--- src/rtl/bitslice_sbox_seq.sv ---
// bitslice_sbox_seq
//   Word-serial bitsliced S-box layer. A state of NWORDS words (WORD_W bits
//   each) is transformed one word per cycle through a single shared
//   XOR / AND-NOT unit.
//     mode = 0 : full Ascon-style S-box (PRE, chi, POST, INV)
//     mode = 1 : chi only (Keccak-style)
//
// Ports
//   clk        rising-edge clock
//   reset      asynchronous, active-high reset
//   in_valid   din/mode valid from the upstream stage
//   in_ready   block can accept (IDLE only, low while reset is asserted)
//   din        input state, word j = din[j*WORD_W +: WORD_W]
//   mode       0 = full S-box, 1 = chi-only; latched on accept
//   busy       high in any compute state
//   out_valid  dout holds a finished result
//   out_ready  downstream accepts dout
//   dout       result state (registered, driven straight from the x register)

module bitslice_sbox_seq #(
  parameter  int NWORDS  = 5,
  parameter  int WORD_W  = 64,
  localparam int STATE_W = NWORDS * WORD_W
) (
  input  logic               clk,
  input  logic               reset,
  input  logic               in_valid,
  output logic               in_ready,
  input  logic [STATE_W-1:0] din,
  input  logic               mode,
  output logic               busy,
  output logic               out_valid,
  input  logic               out_ready,
  output logic [STATE_W-1:0] dout
);

  localparam int MID = (NWORDS - 1) / 2;
  localparam int CW  = $clog2(NWORDS) + 1;
  localparam int IW  = $clog2(NWORDS);

  generate
    if ((NWORDS % 2) == 0 || NWORDS < 3 || NWORDS > 15) begin : g_bad_nwords
      $error("bitslice_sbox_seq: NWORDS must be odd and within 3..15");
    end
  endgenerate

  typedef enum logic [2:0] {
    S_IDLE,
    S_PRE,
    S_CHI_T,
    S_CHI_X,
    S_POST,
    S_INV,
    S_HOLD
  } state_e;

  state_e              state_q, state_d;
  logic [CW-1:0]       cnt_q, cnt_d;
  logic                mode_q, mode_d;
  logic [WORD_W-1:0]   x_q [NWORDS];
  logic [WORD_W-1:0]   x_d [NWORDS];
  logic [WORD_W-1:0]   t_q [NWORDS];
  logic [WORD_W-1:0]   t_d [NWORDS];
  logic [WORD_W-1:0]   din_w [NWORDS];

  // Shared datapath operands and result
  logic [WORD_W-1:0]   op_a, op_b, unit_res;
  logic                use_andn;
  logic                wr_x, wr_t;
  logic [IW-1:0]       dst;
  logic                last_half, last_full;
  int                  k;

  // Index arithmetic is modulo NWORDS; the only negative argument is -1.
  function automatic logic [IW-1:0] wrap_idx(input int v);
    int r;
    r = v % NWORDS;
    if (r < 0) r = r + NWORDS;
    return IW'(r);
  endfunction

  genvar gi;
  generate
    for (gi = 0; gi < NWORDS; gi++) begin : g_words
      assign din_w[gi]                   = din[gi*WORD_W +: WORD_W];
      assign dout[gi*WORD_W +: WORD_W]   = x_q[gi];
    end
  endgenerate

  assign in_ready  = (state_q == S_IDLE) && !reset;
  assign out_valid = (state_q == S_HOLD);
  assign busy      = (state_q != S_IDLE) && (state_q != S_HOLD);

  always_comb begin
    state_d   = state_q;
    cnt_d     = cnt_q;
    mode_d    = mode_q;
    x_d       = x_q;
    t_d       = t_q;
    op_a      = '0;
    op_b      = '0;
    use_andn  = 1'b0;
    wr_x      = 1'b0;
    wr_t      = 1'b0;
    dst       = '0;
    k         = int'(cnt_q);
    last_half = (cnt_q == CW'(MID));
    last_full = (cnt_q == CW'(NWORDS - 1));

    case (state_q)
      S_IDLE: begin
        if (in_valid && in_ready) begin
          x_d     = din_w;
          mode_d  = mode;
          cnt_d   = '0;
          state_d = mode ? S_CHI_T : S_PRE;
        end
      end
      S_PRE: begin
        // x[2k] ^= x[2k-1]; ascending k never reads an already-updated word
        dst  = wrap_idx(2 * k);
        op_a = x_q[dst];
        op_b = x_q[wrap_idx(2 * k - 1)];
        wr_x = 1'b1;
        if (last_half) begin
          cnt_d   = '0;
          state_d = S_CHI_T;
        end else begin
          cnt_d = cnt_q + 1'b1;
        end
      end
      S_CHI_T: begin
        // t[j] = ~x[j] & x[j+1]; x is untouched so chi stays simultaneous
        dst      = wrap_idx(k);
        op_a     = x_q[dst];
        op_b     = x_q[wrap_idx(k + 1)];
        use_andn = 1'b1;
        wr_t     = 1'b1;
        if (last_full) begin
          cnt_d   = '0;
          state_d = S_CHI_X;
        end else begin
          cnt_d = cnt_q + 1'b1;
        end
      end
      S_CHI_X: begin
        dst  = wrap_idx(k);
        op_a = x_q[dst];
        op_b = t_q[wrap_idx(k + 1)];
        wr_x = 1'b1;
        if (last_full) begin
          cnt_d   = '0;
          state_d = mode_q ? S_HOLD : S_POST;
        end else begin
          cnt_d = cnt_q + 1'b1;
        end
      end
      S_POST: begin
        // x[2k+1] ^= x[2k]; final step wraps to x[0] ^= x[NWORDS-1]
        dst  = wrap_idx(2 * k + 1);
        op_a = x_q[dst];
        op_b = x_q[wrap_idx(2 * k)];
        wr_x = 1'b1;
        if (last_half) begin
          cnt_d   = '0;
          state_d = S_INV;
        end else begin
          cnt_d = cnt_q + 1'b1;
        end
      end
      S_INV: begin
        // XOR with all ones = invert
        dst     = IW'(MID);
        op_a    = x_q[dst];
        op_b    = '1;
        wr_x    = 1'b1;
        state_d = S_HOLD;
      end
      S_HOLD: begin
        if (out_ready) state_d = S_IDLE;
      end
      default: state_d = S_IDLE;
    endcase

    unit_res = use_andn ? (~op_a & op_b) : (op_a ^ op_b);
    if (wr_x) x_d[dst] = unit_res;
    if (wr_t) t_d[dst] = unit_res;
  end

  always_ff @(posedge clk or posedge reset) begin
    if (reset) begin
      state_q <= S_IDLE;
      cnt_q   <= '0;
      mode_q  <= 1'b0;
      for (int i = 0; i < NWORDS; i++) begin
        x_q[i] <= '0;
        t_q[i] <= '0;
      end
    end else begin
      state_q <= state_d;
      cnt_q   <= cnt_d;
      mode_q  <= mode_d;
      x_q     <= x_d;
      t_q     <= t_d;
    end
  end

endmodule

--- config.mk ---
export PLATFORM = sky130hd
export DESIGN_NAME = bitslice_sbox_seq
export DESIGN_NICKNAME = d
export VERILOG_FILES = /design/src/rtl/bitslice_sbox_seq.sv
export SDC_FILE = /design/constraint.sdc
export NUM_CORES = 2
export LEC_CHECK = 0
export CAP_MARGIN = 20
export CORE_ASPECT_RATIO = 0.8
export CORE_UTILIZATION = 40
export DETAILED_ROUTE_END_ITERATION = 7
export PLACE_DENSITY = 0.62
export RECOVER_POWER = 50
export SLEW_MARGIN = 10
export SYNTH_ARGS = -nofsm -noshare
export SYNTH_HDL_FRONTEND = slang
export SYNTH_SLANG_ARGS = --single-unit
--- constraint.sdc ---
create_clock -name clk -period 21 [get_ports clk]
set_input_delay 3.15 -clock clk [delete_from_list [all_inputs] [get_ports clk]]
set_output_delay 3.15 -clock clk [all_outputs]
set_load 0.005 [all_outputs]
==> results.md <==
* Die width at 390 µm
* CTS Buffer Depth at 3
* Worst min path class: reg -> reg
* Overall Global Routing Usage at 0.358
* Synth warn at 0
* Final wirelength at about 230 mm
* DIE HEIGHT at 312 µm
* Final setup viols at 0
* Routed wire per std cell at ~28 µm
* WS Path Type: reg -> reg
* Core Rows at 113
* Mapped Cells at 6171
* DR iter-0 viols at between 7000 and 8000
* Fill count at approximately 11000
* CP peak stage delay at between 1 and 1.5 ns
* Initial antenna violation count at 6
* CP max-delay cell: o41a_2
* Post-Syn Area at between 0.04 and 0.05 mm²
* Initial core utilization at 0.404
* Failing checks: capacitance limit, slew limit
* PortBufs at between 600 and 700
* Clk_lat worst skew at about 0.7 ns
* CTS Buf Count at 75
* Pre-CTS WS at 9.93 ns
* Placed instance count at 7976
* Sequential cell area fraction in the yosys report at 0.337
* First-pass GRT wire length at about 330 mm
* Most frequent CP cell: ha_1
* NumNets Final at just under 7000
* Achievable Freq at 87.0 MHz
* Worst Setup Start Kind: flip-flop
* Die ar. at about 0.12 mm²
* Area grow syn2layout at 20.9%
* H-tree levels at 3
* Vias in the first global route at roughly 49000
* Commonest cells after routing, fill and taps aside: nand2_1 (1478), dfrtp_1 (648), o21ai_0 (623)
* Setup bufs post-CTS at 0
* WHS at between 0.4 and 0.5 ns
* WP data required at roughly 22 ns
* Most common cell after layout, fill and taps aside: nand2_1
* Clock Skews at between 0.04 and 0.05 ns
* DRC at 0
* Largest net degree at the start of global routing at 120
* Post-Syn Area per Cell at between 7 and 8 µm²
* Setup ws final at approximately 9.5 ns
* Post-CTS Hold Fix Bufs at 0
* Fin. Hold Viols at 0
* Vias post-DR at roughly 52000
* Final TNS setup at 0 ns
* I/O Pins at 648
* CTS root buf: clkbuf_16
* Crit path max fanout at 42
* Max cap viols at 11
* RSZ-0062 raised after global routing: false
* Top FF cell, synth: dfrtp_1
* Fraction of layout cells with a size suffix above 1 at 0.0637
* DRT Pass-1 Iters at 7
* Unique masters post-synth at roughly 120
* CTS tree: built
* Ys async rst share at 1.00
* Crit path DAT at between 10 and 15 ns
* Post-DP HPWL at roughly 140 mm
* Yosys reg bits at ~650
* Gates resized, CTS repair at 0
* Status: finished, violations left
* Worst setup EP type: flip-flop
* Average via count per standard cell at around 6.5
* Worst-Margin Slew at 3.94 ns
* RePlAce Congestion at slightly below 1
* Clk slew on worst S/H paths at approximately 0.060 ns
* Clk sinks at between 600 and 700
* Grt total ovfl at 0
* Syn Nets at between 6000 and 7000
* Rel. slew slack at -1.63
* Period Utilization, post-route at 0.547
* Min Tclk post-route at approximately 11 ns
* Post-synth EDFFs at 0
* Non-Filler Instances at 8117
* Core area at around 0.12 mm²
* Antenna viol nets, final at 0
* Max-slew violation count at about 630
-- routing by layer --
| layer | global-route usage | routed length (µm) | up-vias |
|---|---|---|---|
| met5 | 0 | 13 | - |
| met4 | 0.150 | 10700 | 2 |
| met3 | 0.113 | 29600 | 715 |
| met2 | 0.512 | 92800 | 3762 |
| met1 | 0.495 | 92300 | 25100 |
| li1 | - | - | 22800 |
-- per-stage QoR --
| stage | util | area (µm²) |
|---|---|---|
| floorplan | - | 48100 |
| global placement | 0.466 | 55500 |
| detailed placement | 0.466 | 55500 |
| CTS | 0.488 | 58100 |
| global route | 0.488 | 58100 |
| finish | 0.488 | 58100 |
-- worst max-delay path, delay by kind of cell (launching register included) --
kind	cells	cell delay, ns
buffers and inverters	5	1.77
AND/OR/NAND/NOR	13	3.27
adder cells (fa/ha/maj)	7	3.04
flip-flops	1	0.32
XOR/XNOR	1	0.24
AO/OA/AOI/OAI	11	2.70
-- kinds of logic (layout without fill, tap and decap cells) --
family	after synthesis	after routing	synth area share
and+or+nand+nor	2448	2448	0.217
AOI/OAI and AO/OA	1883	1883	0.244
DFF	648	648	0.337
buffers and inverters	599	928	0.0516
muxes	471	471	0.120
adders and majority gates	98	98	0.0255
xor gates and xnor gates	24	24	0.00468
other	0	7	0
-- final timing paths --
path / start / endpoint / slack, ns / depth (start not counted)
max: cnt_q[0] / dout[227] / 9.51 / 37
min: t_q[305] / t_q[305] / 0.47 / 2
max reg2reg: cnt_q[0] / dout[227] / 9.51 / 37
min reg2reg: t_q[305] / t_q[305] / 0.47 / 2
max in group asynchronous: reset / dout[157] / 10.61 / 6
min in group asynchronous: reset / cnt_q[1] / 3.52 / 2
-- synthesized netlist by cell type (9+ instances only) --
| cell type | number | share of area |
|---|---|---|
| o21ai_1 | 50 | 0.0052 |
| a31oi_1 | 70 | 0.0091 |
| mux4_2 | 84 | 0.039 |
| nor2_1 | 345 | 0.027 |
| buf_1 | 39 | 0.0030 |
| o2111ai_1 | 9 | 0.0016 |
| o32ai_1 | 32 | 0.0058 |
| and2_1 | 12 | 0.0016 |
| a222oi_1 | 19 | 0.0040 |
| a22oi_1 | 59 | 0.0092 |
| nand3_1 | 321 | 0.033 |
| o21ai_0 | 623 | 0.065 |
| mux2i_1 | 381 | 0.079 |
| a22o_1 | 16 | 0.0029 |
| nor3_1 | 86 | 0.0089 |
| nand4_1 | 10 | 0.0013 |
| dfrtp_1 | 648 | 0.34 |
| o221ai_1 | 99 | 0.018 |
| a211oi_1 | 79 | 0.012 |
| nand3b_1 | 36 | 0.0056 |
| buf_4 | 10 | 0.0016 |
| nand2_1 | 1480 | 0.12 |
| buf_6 | 10 | 0.0023 |
| a21oi_1 | 483 | 0.050 |
| ha_1 | 98 | 0.025 |
| a211o_1 | 97 | 0.018 |
| buf_2 | 93 | 0.0097 |
| or3_1 | 27 | 0.0035 |
| a21o_1 | 50 | 0.0078 |
| o22ai_1 | 40 | 0.0052 |
| o211ai_1 | 9 | 0.0014 |
| o21a_1 | 30 | 0.0047 |
| clkbuf_1 | 403 | 0.031 |
| o21bai_1 | 33 | 0.0051 |
| nor4_1 | 64 | 0.0083 |
| xnor2_1 | 17 | 0.0031 |
| nand2b_1 | 14 | 0.0018 |
| inv_1 | 38 | 0.0030 |
-- state kept, by name, indices dropped and copies added (netlist names) --
register  flops
dout        320
mode_q        1
state_q       3
cnt_q         4
t_q         320
-- cell type report --
class	count	area (µm²)	area share
clock buffer	107	2250	0.0387
clock inverter	26	405	0.00697
inverter	42	159	0.00273
multi-input combinational	4924	29800	0.512
tap	1610	2010	0.0346
antenna	7	17.5	0.000301
timing repair buffer	753	7280	0.125
sequential	648	16200	0.279
Power is not shown: default switching activity piles up to over one toggle a cycle in this logic, so the estimate is an artifact.
